==> src/rtl/spi_master_param.sv <==
// Parametrised full-duplex SPI master: configurable width, SCLK divider, CPOL/CPHA,
// bit order and minimum CS-high gap between frames.
module spi_master_param #(
   parameter int DATA_W    = 12,
   parameter int CLK_DIV   = 10,
   parameter bit CPOL      = 1'b0,
   parameter bit CPHA      = 1'b0,
   parameter bit MSB_FIRST = 1'b1,
   parameter int CS_GAP    = 2
) (
   input  logic              clk,
   input  logic              rst,
   input  logic              newd,
   input  logic [DATA_W-1:0] din,
   input  logic              miso,
   output logic              cs,
   output logic              sclk,
   output logic              mosi,
   output logic              busy,
   output logic              done,
   output logic [DATA_W-1:0] dout
);

   localparam int CNT_MAX = (CLK_DIV > CS_GAP) ? CLK_DIV : CS_GAP;
   localparam int CNT_W   = $clog2(CNT_MAX + 1);
   localparam int EDGE_W  = $clog2(2 * DATA_W + 1);

   typedef enum logic [1:0] {IDLE, XFER, TRAIL, GAP} state_t;

   state_t              state;
   logic [CNT_W-1:0]    cnt;
   logic [EDGE_W-1:0]   edges;
   logic [DATA_W-1:0]   tx_sr;
   logic [DATA_W-1:0]   rx_sr;

   function automatic logic first_bit(input logic [DATA_W-1:0] w);
      return MSB_FIRST ? w[DATA_W-1] : w[0];
   endfunction

   function automatic logic [DATA_W-1:0] shift_out(input logic [DATA_W-1:0] w);
      return MSB_FIRST ? {w[DATA_W-2:0], 1'b0} : {1'b0, w[DATA_W-1:1]};
   endfunction

   function automatic logic [DATA_W-1:0] shift_in(input logic [DATA_W-1:0] w, input logic b);
      return MSB_FIRST ? {w[DATA_W-2:0], b} : {b, w[DATA_W-1:1]};
   endfunction

   // Shift registers carry data only; they are reloaded on every accepted start.
   always_ff @(posedge clk) begin
      if (rst) begin
         state <= IDLE;
         cs    <= 1'b1;
         sclk  <= CPOL;
         mosi  <= 1'b0;
         busy  <= 1'b0;
         done  <= 1'b0;
         dout  <= '0;
         cnt   <= '0;
         edges <= '0;
      end else begin
         done <= 1'b0;
         case (state)
            IDLE: begin
               cs   <= 1'b1;
               sclk <= CPOL;
               mosi <= 1'b0;
               if (newd) begin
                  tx_sr <= din;
                  rx_sr <= '0;
                  cs    <= 1'b0;
                  busy  <= 1'b1;
                  cnt   <= '0;
                  edges <= '0;
                  state <= XFER;
                  if (!CPHA) mosi <= first_bit(din);
               end
            end
            XFER: begin
               if (cnt == CNT_W'(CLK_DIV - 1)) begin
                  cnt   <= '0;
                  sclk  <= ~sclk;
                  edges <= edges + EDGE_W'(1);
                  // Even edge count before the toggle means this is a leading edge.
                  if (!edges[0]) begin
                     if (CPHA) begin
                        mosi  <= first_bit(tx_sr);
                        tx_sr <= shift_out(tx_sr);
                     end else begin
                        rx_sr <= shift_in(rx_sr, miso);
                     end
                  end else begin
                     if (CPHA) begin
                        rx_sr <= shift_in(rx_sr, miso);
                     end else if (edges != EDGE_W'(2 * DATA_W - 1)) begin
                        tx_sr <= shift_out(tx_sr);
                        mosi  <= first_bit(shift_out(tx_sr));
                     end
                  end
                  if (edges == EDGE_W'(2 * DATA_W - 1)) begin
                     sclk  <= CPOL;
                     state <= TRAIL;
                  end
               end else begin
                  cnt <= cnt + CNT_W'(1);
               end
            end
            TRAIL: begin
               if (cnt == CNT_W'(CLK_DIV - 1)) begin
                  cnt   <= '0;
                  cs    <= 1'b1;
                  mosi  <= 1'b0;
                  dout  <= rx_sr;
                  done  <= 1'b1;
                  state <= GAP;
               end else begin
                  cnt <= cnt + CNT_W'(1);
               end
            end
            GAP: begin
               if (cnt == CNT_W'(CS_GAP - 1)) begin
                  cnt   <= '0;
                  busy  <= 1'b0;
                  state <= IDLE;
               end else begin
                  cnt <= cnt + CNT_W'(1);
               end
            end
            default: state <= IDLE;
         endcase
      end
   end

endmodule

==> config.mk <==
export PLATFORM = sky130hd
export DESIGN_NAME = spi_master_param
export DESIGN_NICKNAME = d
export VERILOG_FILES = /design/src/rtl/spi_master_param.sv
export SDC_FILE = /design/constraint.sdc
export NUM_CORES = 1
export LEC_CHECK = 0
export BUFFER_PORTS_ARGS = -buffer_cell sky130_fd_sc_hd__buf_2
export CORE_MARGIN = 8
export CORE_UTILIZATION = 40
export DETAILED_ROUTE_END_ITERATION = 8
export MAX_ROUTING_LAYER = met4
export SYNTH_ARGS = -nofsm -noshare
export SYNTH_HDL_FRONTEND = slang
export SYNTH_SLANG_ARGS = --single-unit
==> constraint.sdc <==
create_clock -name clk -period 2.56 [get_ports clk]
set_clock_uncertainty 0.05 [all_clocks]
set_input_delay 0.128 -clock clk [delete_from_list [all_inputs] [get_ports clk]]
set_output_delay 0.128 -clock clk [all_outputs]
set_load 0.005 [all_outputs]
# After elaboration in Yosys (flattened, before gate mapping)
# Index checks and enable logic that the tools add are counted.
# Widths: inputs -> output; s select.
[word_totals]
register_bits = 51
latchBits = 0
ram_bits = 0
romBits = 0
wordCells = 85
n_memories = 0
[op_classes]
n_addsub = 2
mul = 0
n_div = 0
order_cmp = 0
n_eq_ne = 15
n_shift = 0
mux = 38
n_bitwise = 3
n_reduce_logical = 16
[op_table]
columns = ["operator", "count"]
rows = [
  ["$mux 11", 4],
  ["$mux 12", 3],
  ["$pmux 12 s2", 1],
  ["$pmux 11 s2", 1],
  ["$ne 2x2->1 const B", 8],
  ["$reduce_and 5->1", 3],
  ["$mux 1", 12],
  ["$mux 4", 3],
  ["$pmux 4 s3", 1],
  ["$mux 2", 5],
  ["$mux 5", 2],
  ["$pmux 5 s2", 1],
  ["$pmux 2 s4", 1],
  ["$pmux 1 s2", 3],
  ["$reduce_and 2->1", 3],
  ["$reduce_and 3->1", 2],
  ["$reduce_and 6->1", 1],
  ["$reduce_bool 2->1", 3],
  ["$add 5x1->5 const B", 1],
  ["$eq 5x5->1 const B", 1],
  ["$ne 5x5->1 const B", 1],
  ["$add 4x1->4 const B", 1],
  ["$eq 2x2->1 const B", 2],
  ["$eq 4x1->1 const B", 1],
  ["other kinds (7)", 10],
]

# Depth between registers and ports, before layout
[depth]
depth_word = 5
depth_mapped = 7

# Worst setup path after synthesis
# OpenSTA, ideal clock, no wires.
[synth_timing]
path_type = "register to register"
from = "reg state[0]"
to = "reg rx_sr[0] (enable)"
t_arrival_ns = 2.343
setup_slack_ns = -0.233
stages_incl_launch_ff = 7
path_buffers = 1
cell_sequence = "dfxtp_1 -> inv_1 -> ha_1 -> and2b_1 -> buf_2 -> a211o_2 -> a211oi_1"
[synth_via]
elab_chain_len = 3
[synth_lines]
columns = ["element", "line_no", "source"]
rows = [
  ["start, declared", "30", "state_t state;"],
  ["start signal, assigned", "51", "state <= IDLE;"],
  ["start signal, assigned", "74", "state <= XFER;"],
  ["start signal, assigned", "101", "state <= TRAIL;"],
  ["$eq 2x1->1 or $logic_not 2->1 (tied branches)", "62", "case (state)"],
  ["$ne 2x2->1 (no source line) or $reduce_bool 2->1 (tied branches)", "-", ""],
  ["$reduce_and 5->1 (no source line) *", "-", ""],
  ["end signal, assigned", "89", "rx_sr <= shift_in(rx_sr, miso);"],
  ["end signal, assigned", "93", "rx_sr <= shift_in(rx_sr, miso);"],
  ["end, declared", "34", "logic [DATA_W-1:0] rx_sr;"],
]
# Every way passes the cells marked *; elsewhere a longest branch is shown, timed or not.
# A chain may end at the register's enable or synchronous reset.

# Final worst setup path
[layout_timing]
from = "reg state[0]"
to = "reg rx_sr[11] (enable)"
# The elaborated chain is that of the path after synthesis.

==> impl_metrics.toml <==
[min_path]
min_path_type = "primary input to flip-flop"
holdCritStartpoint = "din[0]"
min_path_cells = 2
hold_end = "tx_sr[0]$_SDFFCE_PP0P_"

[critical_path]
cpPeakStageDelay_ps = 430
r2r_end = "rx_sr[11]$_SDFFCE_PN0P_"
crit_cells = 6
cp.required_ps = 2520
cp_slowest_cell = "dfxtp_1"
critical_path.max_fanout = 12
worstPathArrival_ps = 2020
regToRegSetupSlack_ps = 490
start_kind = "flip-flop"
crit_family = "compound AO/OA/AOI/OAI gates"
crit_type = "flip-flop to flip-flop"
rr_worst_depth = 6
crit_chain = "inv_1, ha_1, and2b_1, a211o_2, a211oi_2, buf_4"
path_buf_inv = 2
r2r-start = "state[0]$_SDFFE_PP0P_"
startpoint = "state[0]$_SDFFE_PP0P_"
end_kind = "flip-flop"

[global_routing]
grt_pass1_vias = 1549
grt_max_degree = 18
track_usage = 0.1062
grt_pass1_wl_um = 7058
gr-total-overflow = 0
grt_antenna_before_repair = 0

[finish]
final_area_um2 = 2580
fin_util = 0.4773
drive_above_1_share = 0.2825
nets = 247
syn2layout_area_growth_pct = 16.96
num_antenna_cells = 0

[floorplan]
initial_utilization = 0.4081
pin_count = 33
die_h_um = 90.26
die-area_um2 = 8147
fp.dieW_um = 90.26
rows = 27
coreArea_um2 = 5405

[yosys]
syn_inst = 187
synth_common_cells = "28 x dfxtp_1, 23 x edfxtp_1, 14 x nand2_1"
synth_edf_count = 23
netlist.area_leader.share = 0.3131
yosys_warnings = 0
syn_nets = 212
async_flop_share = 0
synth_area_um2 = 2206
synth_cell_types = 42
synth_seq_cells = 51
yosysTopAreaCell = "edfxtp_1"
syn_avg_cell_area_um2 = 11.80
synth_area_leaders = "edfxtp_1 31%, dfxtp_1 25%, ha_1 5.1%"
synthFlopType = "dfxtp_1"
synth.most_common_cell = "dfxtp_1"
seq_area_frac_synth = 0.5672

[timing]
finalCriticalPeriod_ps = 2067
hold_violations = 0
setup_tns_ps = 0
relSlewSlack = 0.3979
hold_slack_ps = 68.61
worstMarginPinSlew_ps = 903.2
period_share = 0.8074
finalSetupViolations = 0
rsz0062_at_grt = "no"
fmaxAchievable_mhz = 483.8
drv_slew = 0

[route]
final_antenna_net_count = 0
firstDrtPassIters = 4
vias_per_cell = 5.034
drt_iter0_drc = 44
wl_per_cell_um = 13.80
drc_errors = 0
num_vias = 1485
totalWireLength_um = 4072

[flow_run]
cap_viol_max_count = 0

[power]
vdd_ir_drop_max_uv = 317.9
p_leak_uw = 0.001001
finalPower_uw = 2411
powerDensity_nw_per_um2 = 934.7

[cts]
postCtsSetupBuffers = 0
root_buffer = "clkbuf_8"
cts_buffers = 5
worstSkewPairLatency_ps = 300
cts_sinks = 51
path_clk_slew_ps = 90
cts_htree_levels = 2
cts_hold_buf = 0
cts_tree = "done"
cts_resized = 0
cts_max_path_buffers = 2

[run_status]
outcome = "completed"

[place]
hpwl_um = 2938
postPlaceCellArea_um2 = 2464
place_congestion = 0.8165
io_buffer_count = 32
[power breakdown]
part / total [uW] / switching [uW] / internal, uW / leakage, uW
clock network: 550 / 267 / 282 / 0.0000600
registers: 1120 / 68.4 / 1050 / 0.000443
logic: 744 / 428 / 316 / 0.000498
total: 2410 / 764 / 1650 / 0.00100
[final cells by class]
| class | instances | area [um2] |
|---|---|---|
| Clock inverter | 1 | 8.758 |
| Multi-Input combinational cell | 122 | 905.9 |
| Clock buffer | 7 | 107.6 |
| Sequential cell | 51 | 1251 |
| Inverter | 5 | 18.77 |
| Fill cell | 521 | 2825 |
| Tap cell | 72 | 90.09 |
| Timing Repair Buffer | 37 | 197.7 |
[layer usage]
| metal | vias up | global-route usage | part of all wire |
|---|---|---|---|
| li1 | 756 | - | - |
| met4 | 0 | 0.04300 | 0.0081 |
| met2 | 22 | 0.1699 | 0.48 |
| met3 | 2 | 0.03658 | 0.048 |
| met5 | - | - | 0 |
| met1 | 705 | 0.1191 | 0.47 |
[cell families (layout without fill, tap and decap cells)]
family | Yosys count | after routing | share of synthesized area
compound gates | 43 | 43 | 0.1486
mux | 14 | 14 | 0.06920
buf+inv | 14 | 50 | 0.02666
fa+ha+maj | 9 | 9 | 0.05105
simple gates | 56 | 56 | 0.1373
flops | 51 | 51 | 0.5672
[layout by cell type (no fill, tap or decap), types with 9 or more instances in the layout]
cell	instances
a22o_1	12
mux2_2	10
nand2_1	14
edfxtp_1	23
a21oi_1	9
buf_2	32
and2_1	12
ha_1	9
dfxtp_1	28
nor2_1	9
[registers in the layout, summed over array words and instances (netlist names)]
register  cells
busy          1
cnt           4
cs            1
done          1
dout         12
edges         5
mosi          1
rx_sr        12
sclk          1
state         2
tx_sr        11
[per-stage QoR]
stage | cells | setup WS (ps)
after global routing | 295 | 318.2
after global placement | 287 | 534.0
final | 295 | 493.1
after floorplan | 187 | 171.8
after detailed placement | 287 | 493.0
after CTS | 295 | 495.9
[worst max-delay path by stage]
stage,to,slack (ps)
2_1_floorplan,rx_sr[0]$_SDFFCE_PN0P_,170
3_3_place_gp,rx_sr[4]$_SDFFCE_PN0P_,530
3_5_place_dp,rx_sr[5]$_SDFFCE_PN0P_,490
4_1_cts,rx_sr[11]$_SDFFCE_PN0P_,500
5_1_grt,edges[4]$_SDFFE_PP0P_,320
6_report,rx_sr[11]$_SDFFCE_PN0P_,490
No activity file was read; power rests on OpenSTA's default activity.
